`src/rtl/gpu_raster_core.sv`:
```
// APB-programmed rectangle rasterizer. Commands queue in a small FIFO and are
// drawn one pixel per clock into the back half of a double-buffered SRAM.
module gpu_raster_core #(
   parameter int CHANNEL_BITS  = 8,
   parameter int WIDTH_BITS    = 10,
   parameter int HEIGHT_BITS   = 9,
   parameter int SCREEN_WIDTH  = 640,
   parameter int SCREEN_HEIGHT = 480,
   parameter int FIFO_DEPTH    = 4
) (
   input  logic                              clk,
   input  logic                              rst,
   input  logic [31:0]                       pAddr_i,
   input  logic [31:0]                       pDataWrite_i,
   input  logic                              pSel_i,
   input  logic                              pEnable_i,
   input  logic                              pWrite_i,
   output logic                              CE0_o,
   output logic                              CE1_o,
   output logic                              R_W_o,
   output logic                              OE_o,
   output logic                              LB_o,
   output logic                              UB_o,
   output logic                              SEM_o,
   output logic                              ZZ_o,
   output logic [3*CHANNEL_BITS-1:0]         rgbdataout_o,
   output logic [WIDTH_BITS+HEIGHT_BITS:0]   adddataout_o,
   output logic                              buffer_select_o,
   output logic                              full_change_irq_o
);
   // state | meaning
   // IDLE  | waiting for a queued command; pops when the FIFO is non-empty
   // SETUP | clip the popped rectangle, or flip the front buffer for SWAP
   // DRAW  | one SRAM write per cycle in raster order
   typedef enum logic [1:0] {S_IDLE, S_SETUP, S_DRAW} state_t;

   localparam int CW      = 3*CHANNEL_BITS;
   localparam int PTR_W   = $clog2(FIFO_DEPTH);
   localparam int CNT_W   = PTR_W + 1;
   localparam int ENTRY_W = 2 + CW + 64;
   localparam logic [1:0]  OP_CLEAR = 2'd1;
   localparam logic [1:0]  OP_SWAP  = 2'd3;
   localparam logic [15:0] X_MAX    = 16'(SCREEN_WIDTH - 1);
   localparam logic [15:0] Y_MAX    = 16'(SCREEN_HEIGHT - 1);

   state_t state, state_next;

   logic [CW-1:0]      color_r;
   logic [31:0]        p0_r, p1_r;
   logic [ENTRY_W-1:0] fifo_mem [FIFO_DEPTH];
   logic [PTR_W-1:0]   wr_ptr, rd_ptr;
   logic [CNT_W-1:0]   count;
   logic               full, full_r, apb_wr, push, pop;

   logic [1:0]             cmd_op;
   logic [CW-1:0]          cmd_color;
   logic [31:0]            cmd_p0, cmd_p1;
   logic [15:0]            x0c, y0c, x1c, y1c;
   logic                   empty_rect, last_pix;
   logic [WIDTH_BITS-1:0]  cx, xs, xe;
   logic [HEIGHT_BITS-1:0] cy, ye;
   logic                   unused_bits;

   assign unused_bits = ^{pAddr_i[31:4], pDataWrite_i[31:CW]};

   assign apb_wr = pSel_i & pEnable_i & pWrite_i;
   assign full   = (count == CNT_W'(FIFO_DEPTH));
   assign push   = apb_wr && (pAddr_i[3:0] == 4'h0) && (pDataWrite_i[1:0] != 2'd0) && !full;
   assign pop    = (state == S_IDLE) && (count != '0);

   always_ff @(posedge clk) begin
      if (rst) begin
         color_r <= '0;
         p0_r    <= '0;
         p1_r    <= '0;
      end else if (apb_wr) begin
         case (pAddr_i[3:0])
            4'h4:    color_r <= pDataWrite_i[CW-1:0];
            4'h8:    p0_r    <= pDataWrite_i;
            4'hC:    p1_r    <= pDataWrite_i;
            default: ;
         endcase
      end
   end

   always_ff @(posedge clk) begin
      if (push) fifo_mem[wr_ptr] <= {pDataWrite_i[1:0], color_r, p0_r, p1_r};
   end

   always_ff @(posedge clk) begin
      if (rst) begin
         wr_ptr            <= '0;
         rd_ptr            <= '0;
         count             <= '0;
         full_r            <= 1'b0;
         full_change_irq_o <= 1'b0;
      end else begin
         if (push) wr_ptr <= wr_ptr + 1'b1;
         if (pop)  rd_ptr <= rd_ptr + 1'b1;
         case ({push, pop})
            2'b10:   count <= count + 1'b1;
            2'b01:   count <= count - 1'b1;
            default: ;
         endcase
         full_r            <= full;
         full_change_irq_o <= full ^ full_r;
      end
   end

   // Lower bounds need no clamp: coordinates are unsigned.
   always_comb begin
      x0c = cmd_p0[15:0];
      y0c = cmd_p0[31:16];
      x1c = (cmd_p1[15:0]  > X_MAX) ? X_MAX : cmd_p1[15:0];
      y1c = (cmd_p1[31:16] > Y_MAX) ? Y_MAX : cmd_p1[31:16];
      if (cmd_op == OP_CLEAR) begin
         x0c = '0;
         y0c = '0;
         x1c = X_MAX;
         y1c = Y_MAX;
      end
      empty_rect = (x0c > x1c) || (y0c > y1c);
   end

   assign last_pix = (cx == xe) && (cy == ye);

   always_ff @(posedge clk) begin
      if (rst) state <= S_IDLE;
      else     state <= state_next;
   end

   always_comb begin
      state_next   = state;
      CE0_o        = 1'b1;
      CE1_o        = 1'b0;
      R_W_o        = 1'b1;
      OE_o         = 1'b1;
      LB_o         = 1'b1;
      UB_o         = 1'b1;
      SEM_o        = 1'b1;
      ZZ_o         = 1'b0;
      rgbdataout_o = '0;
      adddataout_o = '0;
      case (state)
         S_IDLE:  if (count != '0) state_next = S_SETUP;
         S_SETUP: state_next = ((cmd_op == OP_SWAP) || empty_rect) ? S_IDLE : S_DRAW;
         S_DRAW: begin
            CE0_o        = 1'b0;
            CE1_o        = 1'b1;
            R_W_o        = 1'b0;
            LB_o         = 1'b0;
            UB_o         = 1'b0;
            rgbdataout_o = cmd_color;
            adddataout_o = {~buffer_select_o, cy, cx};
            if (last_pix) state_next = S_IDLE;
         end
         default: state_next = S_IDLE;
      endcase
   end

   always_ff @(posedge clk) begin
      if (rst) begin
         cmd_op          <= '0;
         cmd_color       <= '0;
         cmd_p0          <= '0;
         cmd_p1          <= '0;
         cx              <= '0;
         cy              <= '0;
         xs              <= '0;
         xe              <= '0;
         ye              <= '0;
         buffer_select_o <= 1'b0;
      end else begin
         if (pop) {cmd_op, cmd_color, cmd_p0, cmd_p1} <= fifo_mem[rd_ptr];
         if (state == S_SETUP) begin
            if (cmd_op == OP_SWAP) begin
               buffer_select_o <= ~buffer_select_o;
            end else begin
               cx <= x0c[WIDTH_BITS-1:0];
               xs <= x0c[WIDTH_BITS-1:0];
               xe <= x1c[WIDTH_BITS-1:0];
               cy <= y0c[HEIGHT_BITS-1:0];
               ye <= y1c[HEIGHT_BITS-1:0];
            end
         end else if (state == S_DRAW) begin
            if (cx == xe) begin
               cx <= xs;
               cy <= cy + 1'b1;
            end else begin
               cx <= cx + 1'b1;
            end
         end
      end
   end

endmodule

```
`config.mk`:
```
export PLATFORM = sky130hd
export DESIGN_NAME = gpu_raster_core
export DESIGN_NICKNAME = d
export VERILOG_FILES = /design/src/rtl/gpu_raster_core.sv
export SDC_FILE = /design/constraint.sdc
export NUM_CORES = 1
export LEC_CHECK = 0
export CORE_MARGIN = 2
export CORE_UTILIZATION = 40
export DETAILED_ROUTE_END_ITERATION = 16
export PLACE_DENSITY = 0.65
export SYNTH_ARGS = -nofsm -noshare
export SYNTH_HDL_FRONTEND = slang
export SYNTH_SLANG_ARGS = --single-unit
```
`constraint.sdc`:
```
create_clock -name clk -period 7.5 [get_ports clk]
set_input_delay 0.75 -clock clk [delete_from_list [all_inputs] [get_ports clk]]
set_output_delay 0.75 -clock clk [all_outputs]
set_load 0.01 [all_outputs]
```
==> impl_metrics.py, run 1 <==
metrics = {
    "placement": {
        "post-place-cells": 2590,
        "placed_cell_area_um2": 25000,
        "port_buffers": 91,
        "dp.final_hpwl_um": 32400,
        "dp_slack_ns": 3.57,
        "place.gp.congestion": 0.829,
    },
    "detailed_routing": {
        "vias": 14400,
        "top_layer": "met5",
        "drt.antenna.violating_nets": 0,
        "drtIter0Drc": 1191,
        "vias_per_cell": 5.34,
        "firstDrtPassIters": 6,
        "wirelength_met1_um": 23700,
        "wl_per_cell_um": 20.0,
        "drc": 0,
        "route.met3.wl_um": 3330,
        "route.met2.wl_um": 25500,
        "routed_wl_um": 53900,
    },
    "critical_path": {
        "critPathRequiredTime_ns": 8.02,
        "startpoint_type": "flip-flop",
        "arrival_ns": 4.38,
        "worstSetupPathType": "flip-flop to flip-flop",
        "crit_path_end_kind": "flip-flop",
        "cp_max_fo": 9,
        "ff2ff_setup_slack_ns": 3.64,
    },
    "clocking": {
        "cts_root_buffer": "clkbuf_16",
        "numCtsBuffers": 58,
        "cts_buffer_depth": 3,
        "path_clk_slew_ns": 0.06,
        "cts_resized": 0,
        "cts_sinks": 598,
        "insertion_delay_ns": 0.64,
        "post_cts_buffers": 0,
        "cts_tree": "done",
        "hold_buffers": 0,
        "htreeDepth": 2,
    },
    "timing": {
        "holdWs_ns": 0.450,
        "max_freq_mhz": 259,
        "skew_ns": 0.0367,
        "finalSetupTns_ns": 0,
        "period_share_pct": 51.5,
        "min_period_ns": 3.86,
        "worstMarginPinSlew_ns": 1.17,
        "finalWorstSetupSlack_ns": 3.64,
        "setup_viol": 0,
        "rsz0062_at_grt": "no",
        "maxSlewHeadroom_pct": 21.5,
        "finalHoldViolations": 0,
        "finalMaxSlewViolations": 0,
    },
    "floorplanning": {
        "die_x_um": 246,
        "die_h_um": 246,
        "coreArea_um2": 57800,
        "rows": 88,
        "dieArea_um2": 60600,
        "io_pins": 123,
        "start_util_pct": 40.6,
    },
    "synthesis": {
        "syn_inst": 1826,
        "async_reset_ff_share_pct": 0,
        "synth_top_area_share_pct": 46.1,
        "synthTopCellsByArea": "edfxtp_1 (46%), dfxtp_1 (20%), mux4_2 (8.6%)",
        "yosysWarnings": 0,
        "ys.flop_type": "edfxtp_1",
        "avgSynthCellArea_um2": 12.8,
        "ys_seq_elements": 598,
        "netlist_area_um2": 23500,
        "synth.distinct_cells": 49,
        "ys_top_cells_by_count": "nand2_1 (401), edfxtp_1 (360), dfxtp_1 (238)",
        "ys_seq_area_share_pct": 66.4,
        "synth_edf_count": 360,
        "yosysMostFrequentCell": "nand2_1",
        "synth_largest_area_cell": "edfxtp_1",
    },
    "final_layout": {
        "fin_cells": 2699,
        "antenna_cells": 0,
        "drive_gt1_share_pct": 11.0,
        "layout.nets": 1998,
        "design_area_um2": 26900,
        "syn2layout_area_growth_pct": 14.9,
        "final_util_pct": 46.6,
    },
    "global_routing": {
        "grt_pass1_wl_um": 82400,
        "grt_max_degree": 92,
        "gr-total-overflow": 0,
        "grt_pass1_vias": 14200,
        "grt.total_usage_pct": 17.8,
        "antenna_found_initial": 1,
    },
    "power_and_ir_drop": {
        "power_density_nw_per_um2": 279,
        "p_total_mw": 7.52,
        "p_leak_nw": 8.82,
        "ir_worst_vdd_v": 0.000171,
    },
    "worst_hold_path": {
        "hp-class": "flip-flop to flip-flop",
    },
    "run": {
        "drv_cap": 0,
    },
    "run_status": {
        "status": "finished, final reports clean",
    },
}
cell usage in the layout, fill, tap and decap left out, drive strengths merged, types with 43 or more instances in the layout:
| master | count |
|---|---|
| nand2 | 401 |
| edfxtp | 360 |
| dfxtp | 238 |
| a21oi | 214 |
| mux4 | 90 |
| clkdlybuf4s50 | 90 |
| clkbuf | 82 |
| and2 | 80 |
| nor2 | 65 |
| ha | 43 |
kinds of logic after synthesis:
group / count (synthesis) / share of synthesized area (%)
and+or+nand+nor: 624 / 11.6
muxes: 97 / 8.94
buffers and inverters: 138 / 2.40
DFF: 598 / 66.4
xor gates and xnor gates: 28 / 1.08
AOI/OAI and AO/OA: 295 / 7.17
adders and majority gates: 44 / 2.38
other: 2 / 0.0320
registers in the layout, summed over array words and instances (netlist names), 2 cells and up:
name	cells
fifo_mem	360
cmd_p0	32
cmd_p1	32
p0_r	32
p1_r	32
cmd_color	24
color_r	24
cx	10
xe	10
xs	10
cy	9
ye	9
count	3
cmd_op	2
rd_ptr	2
state	2
wr_ptr	2
final timing paths:
check / startpoint / to / cells past startpoint
max: cmd_p1[25]$_SDFFE_PP0P_ / state[1]$_SDFFE_PP0P_ / 10
min: cmd_p0[12]$_SDFFE_PP0P_ / cmd_p0[12]$_SDFFE_PP0P_ / 2
max reg2reg: cmd_p1[25]$_SDFFE_PP0P_ / state[1]$_SDFFE_PP0P_ / 10
min reg2reg: cmd_p0[12]$_SDFFE_PP0P_ / cmd_p0[12]$_SDFFE_PP0P_ / 2
layer usage:
| layer | GRT usage, % | up-vias |
|---|---|---|
| met5 | 0 | - |
| met4 | 5.38 | 2 |
| met3 | 2.84 | 77 |
| met2 | 29.3 | 399 |
| met1 | 24.2 | 7204 |
| li1 | - | 6720 |
worst max-delay path: stages (launching register included):
cell,delay (ns)
dfxtp_1,0.31
nor4_1,0.87
nand4_1,0.60
nor2_1,0.34
ha_1,0.31
a21oi_1,0.15
a311oi_1,0.16
a211o_1,0.33
a211oi_1,0.22
o22ai_1,0.17
o41ai_2,0.29
power breakdown:
part	internal, mW	switching (mW)
sequential	3.50	0.0824
clock	1.65	1.23
combinational	0.368	0.682
total	5.52	2.00
cell type report:
class,count,area [um^2]
timing repair buffer,107,1030
sequential,598,15600
inverter,16,60.1
clock inverter,27,280
fill,5121,30900
clock buffer,82,1620
tap,765,957
multi-input combinational,1104,7400
No activity file was read; power rests on OpenSTA's default activity.
==> run 2: changes to the inputs <==
--- a/config.mk
+++ b/config.mk
@@ -8,7 +8,7 @@
 export CORE_MARGIN = 2
 export CORE_UTILIZATION = 40
 export DETAILED_ROUTE_END_ITERATION = 16
-export PLACE_DENSITY = 0.65
+export PLACE_DENSITY = 0.67
 export SYNTH_ARGS = -nofsm -noshare
 export SYNTH_HDL_FRONTEND = slang
 export SYNTH_SLANG_ARGS = --single-unit
==> constraint.sdc (replaced) <==
create_clock -name clk -period 3.3 [get_ports clk]
set_input_delay 0.33 -clock clk [delete_from_list [all_inputs] [get_ports clk]]
set_output_delay 0.33 -clock clk [all_outputs]
set_load 0.01 [all_outputs]
==> run 2 against run 1 <==
  * Non-clock buffer count grew 35
  * Utilization grew 0.92 points
  * Sequential cell count did not move
  * Clock skew up 0.00067 ns
  * Die area unchanged
  * Register-to-register slack got worse by 3.4 ns
  * Combinational power grew 140%
  * Via count up 1.6%
  * Critical path depth grew 2
  * Sequential power grew 130%
  * Routed wire length is 2.3% higher
  * Largest power group unchanged
==> impl_metrics.py, run 2 (same netlist as run 1, synthesis figures left out) <==
metrics = {
    "critical_path": {
        "cp_common_cell": "buf_4",
        "worstPathCellList": "nor4_1, buf_4, nand4_1, buf_4, nor2_1, ha_1, a21oi_1, a311oi_1, a211o_1, a211oi_1, o22ai_1, o41ai_2",
        "worstSetupPathType": "flip-flop to flip-flop",
        "cp-startpoint": "cmd_p1[25]$_SDFFE_PP0P_",
        "critical_path.slowest_cell": "nor4_1",
        "r2r_cells": 12,
        "arrival_ns": 3.56,
        "critPathRequiredTime_ns": 3.81,
        "reg2reg_from": "cmd_p1[25]$_SDFFE_PP0P_",
        "startpoint_type": "flip-flop",
        "ff2ff_setup_slack_ns": 0.25,
        "rr_endpoint": "state[1]$_SDFFE_PP0P_",
        "cp_max_fo": 9,
        "cpPeakStageDelay_ns": 0.41,
        "crit_path_end_kind": "flip-flop",
    },
    "detailed_routing": {
        "drt.antenna.violating_nets": 0,
        "route.met3.wl_um": 3510,
        "wl_per_cell_um": 20.2,
        "drtIter0Drc": 1153,
        "firstDrtPassIters": 5,
        "routed_wl_um": 55100,
        "drc": 0,
        "wirelength_met1_um": 23800,
        "vias": 14600,
        "top_layer": "met4",
        "route.met2.wl_um": 26400,
        "vias_per_cell": 5.35,
    },
    "clocking": {
        "cts_root_buffer": "clkbuf_16",
        "insertion_delay_ns": 0.64,
        "cts_tree": "done",
        "post_cts_buffers": 0,
        "cts_sinks": 598,
        "numCtsBuffers": 58,
        "cts_buffer_depth": 3,
        "cts_resized": 0,
        "htreeDepth": 2,
        "path_clk_slew_ns": 0.06,
        "hold_buffers": 0,
    },
    "global_routing": {
        "grt_max_degree": 92,
        "grt.total_usage_pct": 18.2,
        "gr-total-overflow": 0,
        "grt_pass1_vias": 14500,
        "antenna_found_initial": 1,
        "grt_pass1_wl_um": 84200,
    },
    "final_layout": {
        "antenna_cells": 0,
        "drive_gt1_share_pct": 13.0,
        "final_util_pct": 47.5,
        "layout.nets": 2033,
        "largest_reg_flops": 360,
        "regMostFlops": "fifo_mem",
        "layout_commonest_cell": "nand2_1",
        "final_cell_mix": "nand2_1 (401), edfxtp_1 (360), dfxtp_1 (236)",
        "fillers": 5008,
        "syn2layout_area_growth_pct": 17.1,
    },
    "placement": {
        "port_buffers": 91,
        "dp.final_hpwl_um": 34800,
        "place.gp.congestion": 0.872,
    },
    "floorplanning": {
        "start_util_pct": 40.6,
        "io_pins": 123,
        "coreArea_um2": 57800,
        "die_h_um": 246,
        "die_x_um": 246,
        "rows": 88,
        "dieArea_um2": 60600,
    },
    "timing": {
        "maxSlewHeadroom_pct": 20.1,
        "max_freq_mhz": 328,
        "setup_viol": 0,
        "finalHoldViolations": 0,
        "holdWs_ns": 0.196,
        "finalMaxSlewViolations": 0,
        "period_share_pct": 92.3,
        "skew_ns": 0.0374,
        "worstMarginPinSlew_ns": 1.20,
        "min_period_ns": 3.05,
        "finalSetupTns_ns": 0,
        "rsz0062_at_grt": "no",
    },
    "power_and_ir_drop": {
        "ir_worst_vdd_v": 0.000479,
        "swShare_pct": 26.5,
        "p_total_mw": 17.4,
        "p_int_mw": 12.8,
        "seqPwrFrac_pct": 46.6,
        "power_density_nw_per_um2": 635,
        "power.clock.fraction_pct": 39.0,
        "p_comb_share_pct": 14.4,
        "switchingPower_mw": 4.63,
        "p_leak_nw": 9.10,
    },
    "worst_hold_path": {
        "hold-path-cell-count": 2,
        "hp-class": "input port to flip-flop",
        "min_from": "rst",
        "worstHoldEndpoint": "xs[8]$_SDFFE_PP0P_",
    },
    "run_status": {
        "status": "finished, final reports clean",
    },
    "run": {
        "drv_cap": 0,
    },
}
## run 2: layout make-up
cell class / count / area, um^2 / area share, %
flip-flops and latches: 598 / 15600 / 56.7
multi-input cells: 1104 / 7400 / 26.9
clock buffers: 78 / 1660 / 6.04
repair buffers: 142 / 1480 / 5.40
well taps: 765 / 957 / 3.48
clock inverters: 32 / 333 / 1.21
inverters: 16 / 60.1 / 0.219
## run 2: power by group through the flow
| stage | registers, mW | clock network, mW | logic [mW] |
|---|---|---|---|
| after floorplan | 8.19 | 0 | 1.85 |
| after global placement | 8.29 | 0 | 2.48 |
| after detailed placement | 8.30 | 0 | 2.52 |
| after CTS | 8.14 | 6.92 | 2.53 |
| after global routing | 8.15 | 7.19 | 2.75 |
| final | 8.13 | 6.81 | 2.51 |
## run 2: stage by stage
| step | instance area [um^2] | worst slack [ns] | instances |
|---|---|---|---|
| after floorplan | 23500 | 0.625 | 1840 |
| after CTS | 27500 | 0.283 | 2735 |
| after global placement | 25500 | 0.409 | 2625 |
| after detailed placement | 25500 | 0.326 | 2625 |
| final | 27500 | 0.255 | 2735 |
| after global routing | 27500 | 0.0935 | 2735 |
## run 2: how the worst max path moves through the flow
stage                                     to  slack [ns]  cells past startpoint
finish                 state[1]$_SDFFE_PP0P_        0.25                     12
global route           state[1]$_SDFFE_PP0P_        0.09                     12
CTS                    state[1]$_SDFFE_PP0P_        0.28                     12
detailed placement     state[1]$_SDFFE_PP0P_        0.33                     12
global placement       state[1]$_SDFFE_PP0P_        0.41                     11
floorplan           fifo_mem[0][0]$_DFFE_PP_        0.63                      6
## run 2: critical path: cells and delay by family (launching register included)
kind / cells / cell delay (ns)
simple gates: 3 / 0.69
buf+inv: 2 / 0.39
flops: 1 / 0.31
fa+ha+maj: 1 / 0.31
compound gates: 6 / 1.22
## run 2: routing by layer
layer / track usage, % / vias to the layer above
met5: 0 / -
met4: 5.44 / 0
li1: - / 6784
met3: 3.41 / 96
met1: 24.3 / 7301
met2: 30.3 / 454
